`config.mk`:
```
export PLATFORM = sky130hd
export DESIGN_NAME = ones_run_transmitter
export DESIGN_NICKNAME = d
export VERILOG_FILES = /design/src/rtl/ones_run_transmitter.sv
export SDC_FILE = /design/constraint.sdc
export NUM_CORES = 1
export LEC_CHECK = 0
export ABC_AREA = 1
export BUFFER_PORTS_ARGS = -buffer_cell sky130_fd_sc_hd__buf_2
export CORE_MARGIN = 2
export CORE_UTILIZATION = 61
export CTS_CLUSTER_SIZE = 16
export DETAILED_ROUTE_END_ITERATION = 16
export PLACE_DENSITY = 0.83
export SETUP_SLACK_MARGIN = 0.15
export SLEW_MARGIN = 20
export SYNTH_ARGS = -nofsm -noshare
export SYNTH_HDL_FRONTEND = slang
export SYNTH_SLANG_ARGS = --single-unit
export TNS_END_PERCENT = 50
```
`constraint.sdc`:
```
create_clock -name clock -period 3.9 [get_ports clock]
set_clock_uncertainty 0.15 [all_clocks]
set_input_delay 0.39 -clock clock [delete_from_list [all_inputs] [get_ports clock]]
set_output_delay 0.39 -clock clock [all_outputs]
set_load 0.01 [all_outputs]
```
`src/rtl/ones_run_transmitter.sv`:
```
// Serial transmitter that sends a programmable number of frames, each a run of
// 1s followed by a single 0, with abort support and Moore-style registered outputs.
module ones_run_transmitter #(
  parameter int LEN_W = 4,
  parameter int FRM_W = 3
) (
  input  logic             clock,
  input  logic             reset,
  input  logic             start,
  input  logic [LEN_W-1:0] run_len,
  input  logic [FRM_W-1:0] frames,
  input  logic             abort,
  output logic             x_out,
  output logic             busy,
  output logic             done
);

  typedef enum logic [1:0] {IDLE, ONES, ZERO, ABORT} state_t;

  localparam logic [LEN_W-1:0] LEN_ONE  = LEN_W'(1);
  localparam logic [FRM_W:0]   FRM_ONE  = (FRM_W+1)'(1);
  localparam logic [FRM_W:0]   FRM_TWO  = (FRM_W+1)'(2);
  localparam logic [FRM_W:0]   FRM_FULL = {1'b1, {FRM_W{1'b0}}};

  state_t           state_q;
  logic [LEN_W-1:0] len_q;
  logic [LEN_W-1:0] bit_cnt_q;
  logic [FRM_W:0]   frm_cnt_q;
  logic             x_out_q;
  logic             busy_q;
  logic             done_q;
  logic [FRM_W:0]   frm_start_d;

  // A frame count of zero stands for the full 2^FRM_W frames.
  assign frm_start_d = (frames == '0) ? FRM_FULL : {1'b0, frames};

  // Outputs are registered alongside the state so each one reflects the state
  // being entered; terminal tests use counter values before decrement.
  always_ff @(posedge clock or posedge reset) begin
    if (reset) begin
      state_q   <= IDLE;
      len_q     <= '0;
      bit_cnt_q <= '0;
      frm_cnt_q <= '0;
      x_out_q   <= 1'b0;
      busy_q    <= 1'b0;
      done_q    <= 1'b0;
    end else begin
      case (state_q)
        IDLE: begin
          x_out_q <= 1'b0;
          busy_q  <= 1'b0;
          done_q  <= 1'b0;
          if (start) begin
            len_q     <= run_len;
            frm_cnt_q <= frm_start_d;
            bit_cnt_q <= run_len;
            busy_q    <= 1'b1;
            if (run_len != '0) begin
              state_q <= ONES;
              x_out_q <= 1'b1;
            end else begin
              state_q <= ZERO;
              done_q  <= (frm_start_d == FRM_ONE);
            end
          end
        end

        ONES: begin
          if (abort) begin
            state_q <= ABORT;
            x_out_q <= 1'b0;
            done_q  <= 1'b0;
          end else begin
            bit_cnt_q <= bit_cnt_q - LEN_ONE;
            if (bit_cnt_q == LEN_ONE) begin
              state_q <= ZERO;
              x_out_q <= 1'b0;
              done_q  <= (frm_cnt_q == FRM_ONE);
            end
          end
        end

        ZERO: begin
          if (abort) begin
            state_q <= ABORT;
            x_out_q <= 1'b0;
            done_q  <= 1'b0;
          end else begin
            frm_cnt_q <= frm_cnt_q - FRM_ONE;
            if (frm_cnt_q == FRM_ONE) begin
              state_q <= IDLE;
              x_out_q <= 1'b0;
              busy_q  <= 1'b0;
              done_q  <= 1'b0;
            end else if (len_q != '0) begin
              state_q   <= ONES;
              bit_cnt_q <= len_q;
              x_out_q   <= 1'b1;
              done_q    <= 1'b0;
            end else begin
              // Zero-length frames: stay in ZERO, one cycle per frame.
              done_q <= (frm_cnt_q == FRM_TWO);
            end
          end
        end

        ABORT: begin
          state_q   <= IDLE;
          bit_cnt_q <= '0;
          frm_cnt_q <= '0;
          x_out_q   <= 1'b0;
          busy_q    <= 1'b0;
          done_q    <= 1'b0;
        end

        default: begin
          state_q <= IDLE;
          x_out_q <= 1'b0;
          busy_q  <= 1'b0;
          done_q  <= 1'b0;
        end
      endcase
    end
  end

  assign x_out = x_out_q;
  assign busy  = busy_q;
  assign done  = done_q;

endmodule

```
==> results.py, run 1 <==
metrics = {
    "final_layout": {
        "drive_above_1_share_pct": 20.3,
        "num_antenna_cells": 0,
        "seqCellArea_um2": 425,
        "syn2layout_area_growth_pct": 10.6,
        "final.fill_count": 147,
        "multi_input_area_um2": 647,
        "nets": 194,
    },
    "clocking": {
        "clk_pin_slew_ns": 0.10,
        "htreeDepth": 1,
        "clock_latency_ns": 0.30,
        "root_buffer": "clkbuf_4",
        "cts.sinks": 17,
        "cts_hold_buf": 0,
        "clock_path_buffers": 2,
        "cts_made_buffers": 3,
        "cts.repair.resized": 0,
        "cts_setup_buffers": 0,
        "cts_tree": "done",
    },
    "yosys": {
        "avgSynthCellArea_um2": 7.24,
        "synth_ff_type": "dfrtp_1",
        "synthTopCellsByArea": "dfrtp_1 (37%), nand2_1 (16%), inv_1 (5.5%), ha_1 (5.4%), nand3_1 (5.2%)",
        "ys.warnings.count": 0,
        "yosysSeqAreaShare_pct": 36.7,
        "synth.top_cell.area_share_pct": 36.7,
        "synth-edff-count": 0,
        "synth_fp_nets": 176,
        "synth.largest_area_cell": "dfrtp_1",
        "syn_inst": 160,
        "syn-cell-area_mm2": 0.00116,
        "synth.distinct_cells": 25,
        "async_reset_ff_share_pct": 100,
        "ys_seq_elements": 17,
    },
    "grt": {
        "grt_max_degree": 18,
        "grt_pass1_wl_mm": 4.26,
        "grt_pass1_vias": 999,
        "gr-total-overflow": 0,
        "antenna_found_initial": 0,
        "grt_usage_pct": 27.3,
    },
    "drt": {
        "drtPass1Iterations": 4,
        "routed_wl_mm": 2.62,
        "viasPerCell": 5.58,
        "drcViolationCount": 0,
        "wl_per_cell_um": 13.0,
        "ant_nets": 0,
        "drt_iter0_markers": 27,
        "vias": 1127,
    },
    "critical_path": {
        "path_class": "reg2reg",
        "crit_fanout": 6,
        "critPathLaunchType": "flip-flop",
        "endpoint_kind": "flip-flop",
        "arrival_ns": 1.68,
        "cp.required_ns": 3.94,
    },
    "die": {
        "pin_count": 14,
        "initial_core_util_pct": 65.7,
        "core_mm2": 0.00176,
        "num_rows": 15,
        "die_h_um": 47.6,
        "die_w_um": 47.6,
        "die_area_mm2": 0.00226,
    },
    "sta": {
        "layout_setup_ws_ns": 2.27,
        "drv_slew": 0,
        "tns_ns": 0,
        "tightestPinTransition_ns": 0.640,
        "fmax_mhz": 613,
        "finalCritPeriodShare_pct": 41.8,
        "rsz0062_at_grt": "no",
        "finalHoldViolations": 0,
        "setup_viol": 0,
        "period_needed_ns": 1.63,
        "relSlewSlack_pct": 57.3,
    },
    "run_status": {
        "status": "finished clean",
    },
    "min_path": {
        "hp-class": "in2async",
    },
    "pwr": {
        "ir_worst_vdd_uv": 557,
        "leakagePower_uw": 0.000678,
        "powerDensity_mw_per_mm2": 791,
    },
    "placed_design": {
        "dp_slack_ns": 2.31,
        "place_congestion": 0.934,
        "post-dp-hpwl_mm": 2.04,
        "numPortBuffers": 13,
    },
    "flow_run": {
        "drv_cap": 0,
    },
}
kinds of logic (layout without fill, tap and decap cells):
family / count (synthesis) / in the layout / synth area share, %
simple gates: 94 / 94 / 39.8
buf+inv: 23 / 40 / 7.45
compound gates: 21 / 21 / 10.6
flops: 17 / 17 / 36.7
fa+ha+maj: 5 / 5 / 5.40
Yosys cell counts (3+ instances only):
library cell / number
nand3_1: 12
nor2_1: 16
o21ai_0: 3
nor2_4: 4
inv_2: 6
o21ai_1: 9
ha_1: 5
inv_1: 17
dfrtp_1: 17
nand2_2: 3
nand2_1: 48
where the power goes:
| part | leakage [µW] | switching (µW) | internal, µW |
|---|---|---|---|
| sequential | 0.000213 | 76.6 | 261 |
| clock | 0.0000150 | 57.9 | 39.9 |
| combinational | 0.000450 | 370 | 208 |
placed cells by master (no fill, tap or decap):
master	count
nand2_1	48
inv_1	17
dfrtp_1	17
nor2_1	16
buf_2	13
nand3_1	12
o21ai_1	9
inv_2	6
ha_1	5
nor2_4	4
nand2_2	3
o21ai_0	3
clkbuf_4	3
nor2_2	2
nand4_1	2
nand3_4	2
a21oi_1	2
o211ai_1	2
o22ai_1	2
a21oi_2	1
nand2_4	1
nand3b_1	1
nor3_1	1
a22oi_1	1
o221ai_1	1
or2_2	1
nor3b_1	1
clkbuf_1	1
worst paths after layout:
check                      slack [ns]         start            to  cells after the start
min in group clock               0.19    run_len[0]      len_q[0]                      3
setup reg to reg                 2.27  frm_cnt_q[1]  bit_cnt_q[1]                      7
max in group asynchronous        3.18         reset  frm_cnt_q[2]                      2
setup / recovery                 2.27  frm_cnt_q[1]  bit_cnt_q[1]                      7
hold / removal                  0.002         reset      len_q[1]                      2
hold reg to reg                  0.35          busy          busy                      2
metrics by stage:
| step | util, % | std cells | hold WS (ns) | total power [µW] | area (µm²) |
|---|---|---|---|---|---|
| finish | 72.6 | 202 | 0.00225 | 1010 | 1280 |
| floorplan | - | 160 | 0.166 | 769 | 1160 |
| global route | 72.6 | 202 | 0.0902 | 1100 | 1280 |
| CTS | 72.6 | 202 | 0.0324 | 1000 | 1280 |
| detailed placement | 71.1 | 198 | 0.336 | 907 | 1250 |
| global placement | 71.1 | 198 | 0.307 | 880 | 1250 |
metal layers:
metal	track usage [%]	vias up	wire, µm
met5	0	-	0
met4	14.1	0	59
met3	5.28	9	133
met2	43.2	35	1270
met1	35.5	537	1160
li1	-	546	-
state kept, by name, summed over array words and instances, names as in the netlist:
name,cells
bit_cnt_q,4
len_q,4
done,1
x_out,1
busy,1
state_q,2
frm_cnt_q,4
final cells by class:
cell class | instances | area share, %
Clock buffer | 4 | 2.05
Inverter | 23 | 6.74
Multi-Input combinational cell | 120 | 50.5
Sequential cell | 17 | 33.2
Tap cell | 25 | 2.44
Timing Repair Buffer | 13 | 5.08
worst max-delay path: stages, from the launching register on:
cell and delay [ns]:
dfrtp_1 0.41, inv_1 0.12, ha_1 0.20, nand2_1 0.09, a21oi_1 0.34, nor2_4 0.08, nand2_1 0.09, nand2_1 0.05
(Power assumes the default switching activity.)
==> run 2: changes to the inputs <==
--- a/config.mk
+++ b/config.mk
@@ -5,13 +5,13 @@
 export SDC_FILE = /design/constraint.sdc
 export NUM_CORES = 1
 export LEC_CHECK = 0
-export ABC_AREA = 1
+export ABC_AREA = 0
 export BUFFER_PORTS_ARGS = -buffer_cell sky130_fd_sc_hd__buf_2
 export CORE_MARGIN = 2
-export CORE_UTILIZATION = 61
+export CORE_UTILIZATION = 56
 export CTS_CLUSTER_SIZE = 16
 export DETAILED_ROUTE_END_ITERATION = 16
-export PLACE_DENSITY = 0.83
+export PLACE_DENSITY = 0.77
 export SETUP_SLACK_MARGIN = 0.15
 export SLEW_MARGIN = 20
 export SYNTH_ARGS = -nofsm -noshare
==> constraint.sdc (replaced) <==
create_clock -name clock -period 1.5 [get_ports clock]
set_clock_uncertainty 0.15 [all_clocks]
set_input_delay 0.15 -clock clock [delete_from_list [all_inputs] [get_ports clock]]
set_output_delay 0.15 -clock clock [all_outputs]
set_load 0.01 [all_outputs]
==> results.py, run 2 <==
metrics = {
    "yosys": {
        "avgSynthCellArea_um2": 9.36,
        "syn_inst": 123,
        "synth_commonest_cells": "dfrtp_1 (17), a21oi_1 (10), inv_1 (10)",
        "synth-edff-count": 0,
        "synth.distinct_cells": 42,
        "synthTopCellsByArea": "dfrtp_1 (37%), mux2_2 (6.8%), ha_1 (5.4%), a21oi_1 (4.3%), o21ai_0 (3.9%)",
        "ys.warnings.count": 0,
        "ys_seq_elements": 17,
        "synth_ff_type": "dfrtp_1",
        "synth.top_cell.area_share_pct": 37.0,
        "syn-cell-area_mm2": 0.00115,
        "yosysMostFrequentCell": "dfrtp_1",
        "yosysSeqAreaShare_pct": 37.0,
        "synth_fp_nets": 139,
        "synth.largest_area_cell": "dfrtp_1",
        "async_reset_ff_share_pct": 100,
    },
    "critical_path": {
        "path_class": "reg2reg",
        "critPathLaunchType": "flip-flop",
        "crit_path_top_delay_cell": "or4_4",
        "worstSetupStartpoint": "len_q[0]",
        "rr_startpoint": "len_q[0]",
        "cp.required_ns": 1.55,
        "endpoint_kind": "flip-flop",
        "path_cells": "or4_4 -> a2111oi_4 -> nor2_2 -> mux2_4",
        "arrival_ns": 1.93,
        "worst_path_largest_cell_delay_ns": 0.56,
        "crit_fanout": 3,
    },
    "pwr": {
        "power.total_uw": 3940,
        "leakagePower_uw": 0.000827,
        "ir_worst_vdd_uv": 1790,
        "powerDensity_mw_per_mm2": 2220,
    },
    "grt": {
        "grt_usage_pct": 33.0,
        "grt_pass1_vias": 1344,
        "antenna_found_initial": 0,
        "gr-total-overflow": 0,
        "grt_pass1_wl_mm": 6.07,
        "grt_max_degree": 18,
    },
    "final_layout": {
        "seqCellArea_um2": 428,
        "drive_above_1_share_pct": 49.7,
        "reg.largest.list": "bit_cnt_q: 4 flops, frm_cnt_q: 4 flops, len_q: 4 flops",
        "final.fill_count": 77,
        "mostFrequentLayoutCells": "buf_4 (38), dfrtp_1 (15), buf_2 (13)",
        "fin_util_pct": 91.5,
        "nets": 200,
        "layout.cells.most_common": "buf_4",
        "num_antenna_cells": 0,
        "syn2layout_area_growth_pct": 54.3,
        "multi_input_area_um2": 771,
    },
    "run_status": {
        "status": "finished, violations left",
        "violations": "negative setup slack",
    },
    "die": {
        "die_h_um": 49.3,
        "die_area_mm2": 0.00243,
        "pin_count": 14,
        "num_rows": 16,
        "initial_core_util_pct": 59.3,
        "core_mm2": 0.00194,
        "die_w_um": 49.3,
    },
    "clocking": {
        "htreeDepth": 1,
        "cts.sinks": 17,
        "clk_pin_slew_ns": 0.11,
        "root_buffer": "clkbuf_4",
        "cts_tree": "done",
        "clock_path_buffers": 2,
        "cts_made_buffers": 3,
        "clock_latency_ns": 0.30,
    },
    "sta": {
        "drv_slew": 0,
        "layout_setup_ws_ns": -0.387,
        "period_needed_ns": 1.89,
        "tightestPinTransition_ns": 0.530,
        "relSlewSlack_pct": 64.4,
        "tns_ns": -3.75,
        "setup_viol": 16,
        "fmax_mhz": 530,
        "rsz0062_at_grt": "yes",
        "finalHoldViolations": 0,
        "finalCritPeriodShare_pct": 126,
    },
    "drt": {
        "drt_iter0_markers": 76,
        "wl_per_cell_um": 20.9,
        "ant_nets": 0,
        "drcViolationCount": 0,
        "vias": 1350,
        "viasPerCell": 6.43,
        "drtPass1Iterations": 6,
        "routed_wl_mm": 4.38,
    },
    "placed_design": {
        "numPortBuffers": 13,
        "post-dp-hpwl_mm": 2.31,
        "place_congestion": 0.833,
        "dp_slack_ns": -0.354,
    },
    "flow_run": {
        "drv_cap": 0,
    },
    "min_path": {
        "hp-class": "in2reg",
        "hold_start": "frames[1]",
    },
}
[run 2: cells by family after synthesis]
kind of cell	after synthesis	share of synthesized area, %
adders and majority gates	5	5.43
AOI/OAI and AO/OA	35	22.1
muxes	10	9.89
DFF	17	37.0
buffers and inverters	15	5.11
and+or+nand+nor	40	19.8
xor gates and xnor gates	1	0.761
[run 2: path summary, 6_finish.rpt]
check | endpoint | slack [ns] | depth (start not counted)
worst max-delay path | x_out | -0.39 | 4
worst min-delay path | frm_cnt_q[1] | 0.02 | 3
worst max register to register | x_out | -0.39 | 4
worst min register to register | x_out | 0.42 | 1
max in group asynchronous | state_q[0] | 0.70 | 4
min in group asynchronous | frm_cnt_q[2] | 0.27 | 4
[run 2: where the power goes]
part	internal (µW)	switching (µW)	leakage (µW)
logic	1420	1350	0.000603
registers	682	217	0.000208
clock network	104	161	0.0000150
[run 2: repair_timing]
item / CTS / global route
hold buffers: 4 / 0
setup endpoints to repair: 17 / 17
pin swaps: 4 / 3
resized for setup: 10 / 16
setup buffers: 4 / 0
gates cloned: 0 / 1
endpoints found under the hold margin: 20 / 0
[run 2: worst max-delay path: cells and delay by family, from the launching register on]
kind | cells | cell delay (ns)
and+or+nand+nor | 2 | 0.67
DFF | 1 | 0.41
muxes | 1 | 0.30
AOI/OAI and AO/OA | 1 | 0.26
[run 2: layout make-up]
class                      count  share of cell area [%]
multi-input combinational     91                    43.4
timing repair buffer          61                    27.0
sequential                    17                    24.1
inverter                      10                    2.11
tap                           27                    1.90
clock buffer                   4                    1.48
[run 2: stage by stage]
step	area, µm²	cells	hold WS (ns)
floorplan	1190	123	-0.0739
global placement	1560	197	0.0147
detailed placement	1560	197	0.0246
CTS	1700	209	0.0267
global route	1780	210	0.0549
finish	1780	210	0.0214
[run 2: metal layers]
| layer | GRT usage (%) | routed length (µm) | part of all wire, % |
|---|---|---|---|
| met5 | 0 | 0 | 0 |
| met4 | 15.7 | 208 | 4.7 |
| met3 | 6.13 | 376 | 8.6 |
| met2 | 56.1 | 2190 | 50 |
| met1 | 40.0 | 1610 | 37 |
==> run 3: changes to the inputs <==
--- a/config.mk
+++ b/config.mk
@@ -11,6 +11,7 @@
 export CORE_UTILIZATION = 56
 export CTS_CLUSTER_SIZE = 16
 export DETAILED_ROUTE_END_ITERATION = 16
+export GPL_TIMING_DRIVEN = 0
 export PLACE_DENSITY = 0.77
 export SETUP_SLACK_MARGIN = 0.15
 export SLEW_MARGIN = 20
==> results.py, run 3 (synthesized netlist as in run 2, its figures left out) <==
metrics = {
    "run_status": {
        "status": "finished, violations left",
        "violations": "negative setup slack",
    },
    "critical_path": {
        "path_cells": "or4_4 -> buf_4 -> nor2_4 -> a21oi_4 -> mux2_4",
        "worst_path_largest_cell_delay_ns": 0.54,
        "arrival_ns": 1.95,
        "cp.required_ns": 1.55,
        "path_class": "reg2reg",
        "crit_path_top_delay_cell": "or4_4",
        "critPathBufInv": 1,
        "crit_fanout": 4,
        "cp_top_family": "simple AND/OR/NAND/NOR gates",
        "critPathLaunchType": "flip-flop",
        "endpoint_kind": "flip-flop",
    },
    "placed_design": {
        "numPortBuffers": 13,
        "placed_area_mm2": 0.00129,
        "post-dp-hpwl_mm": 2.08,
        "dp_cells": 163,
        "dp_slack_ns": -0.483,
        "place_congestion": 0.836,
    },
    "final_layout": {
        "num_antenna_cells": 0,
        "reg.largest.list": "bit_cnt_q: 4 flops, frm_cnt_q: 4 flops, len_q: 4 flops",
        "mostFrequentLayoutCells": "buf_2 (15), dfrtp_1 (14), inv_1 (9), a21oi_1 (9)",
        "syn2layout_area_growth_pct": 29.1,
        "layout.cells.most_common": "buf_2",
        "drive_above_1_share_pct": 36.2,
        "fin_cells": 179,
        "final_area_mm2": 0.00149,
        "nets": 169,
    },
    "flow_run": {
        "drv_cap": 0,
    },
    "drt": {
        "routed_wl_mm": 3.01,
        "drtPass1Iterations": 4,
        "drcViolationCount": 0,
        "wl_per_cell_um": 16.8,
        "vias": 1077,
        "drt_iter0_markers": 14,
        "ant_nets": 0,
        "viasPerCell": 6.02,
    },
    "clocking": {
        "clk_pin_slew_ns": 0.11,
        "cts_tree": "done",
        "clock_latency_ns": 0.32,
        "cts_made_buffers": 3,
        "htreeDepth": 1,
        "root_buffer": "clkbuf_4",
        "cts.sinks": 17,
        "clock_path_buffers": 2,
    },
    "min_path": {
        "hp-class": "in2reg",
    },
    "grt": {
        "grt_pass1_wl_mm": 4.86,
        "grt_max_degree": 18,
        "grt_pass1_vias": 1080,
        "antenna_found_initial": 0,
        "gr-total-overflow": 0,
        "grt_usage_pct": 26.7,
    },
    "die": {
        "core_mm2": 0.00194,
        "die_w_um": 49.3,
        "num_rows": 16,
        "die_area_mm2": 0.00243,
        "pin_count": 14,
        "initial_core_util_pct": 59.3,
        "die_h_um": 49.3,
    },
    "pwr": {
        "switching_share_pct": 43.9,
        "ir_worst_vdd_uv": 1460,
        "leakagePower_uw": 0.000655,
        "p_sw_uw": 1370,
        "powerDensity_mw_per_mm2": 2100,
        "pwr-share-clk_pct": 8.5,
        "power.share.sequential_pct": 28.0,
        "intPower_uw": 1750,
        "power_frac_comb_pct": 63.5,
    },
    "sta": {
        "finalCritPeriodShare_pct": 127,
        "setup_viol": 14,
        "rsz0062_at_grt": "yes",
        "period_needed_ns": 1.91,
        "drv_slew": 0,
        "finalHoldViolations": 0,
        "fmax_mhz": 525,
        "relSlewSlack_pct": 54.4,
        "layout_setup_ws_ns": -0.406,
        "tightestPinTransition_ns": 0.684,
    },
}
run 3: worst register-to-register path, delay by kind of cell, from the launching register on:
kind	cells	cell delay, ns
compound gates	1	0.07
buf+inv	1	0.17
mux	1	0.31
flops	1	0.43
simple gates	2	0.66
run 3: stage by stage:
stage	power, µW	hold WS, ns	setup TNS [ns]	util, %
after detailed placement	2530	0.132	-3.11	66.4
after global placement	2420	0.112	-2.62	66.4
after floorplan	2150	-0.0739	-1.66	-
after global routing	3340	0.0397	-3.62	76.5
after CTS	2980	0.0174	-2.50	74.0
final	3130	0.0272	-2.90	76.5
run 3: path summary, 6_finish.rpt:
check	from	to	slack, ns	cells past startpoint
min	frames[0]	done	0.03	3
min in group asynchronous	reset	busy	0.37	3
max in group asynchronous	reset	frm_cnt_q[1]	0.34	3
max	len_q[1]	bit_cnt_q[0]	-0.41	5
min reg2reg	x_out	x_out	0.38	1
max reg2reg	len_q[1]	bit_cnt_q[0]	-0.41	5
run 3: area by class of cell:
class,instances,area [µm²]
inverter,10,37.5
clock inverter,1,5.00
fill,153,455
timing repair buffer,25,171
buffer,5,40.0
multi-input combinational,91,747
tap,27,33.8
sequential,17,429
clock buffer,3,22.5
run 3: power groups by stage:
stage | clock, µW | combinational (µW) | sequential, µW
4_1_cts | 268 | 1830 | 889
5_1_grt | 288 | 2150 | 904
2_1_floorplan | 0 | 1300 | 843
3_5_place_dp | 0 | 1640 | 892
6_report | 266 | 1980 | 876
3_3_place_gp | 0 | 1560 | 869
run 3: per-layer routing:
layer  routed length, µm  GRT usage (%)
met3                 127           5.52
met5                   0              0
met4                  71           12.9
met1                1250           30.3
met2                1570           47.1
run 3: repair_timing:
item                                    in CTS  in global routing
hold endpoints to repair                    21                  0
hold buffers                                 5                  0
pin swaps                                    2                  5
resized for setup                           14                  7
endpoints found under the setup margin      17                 16
buffers inserted                             3                  4
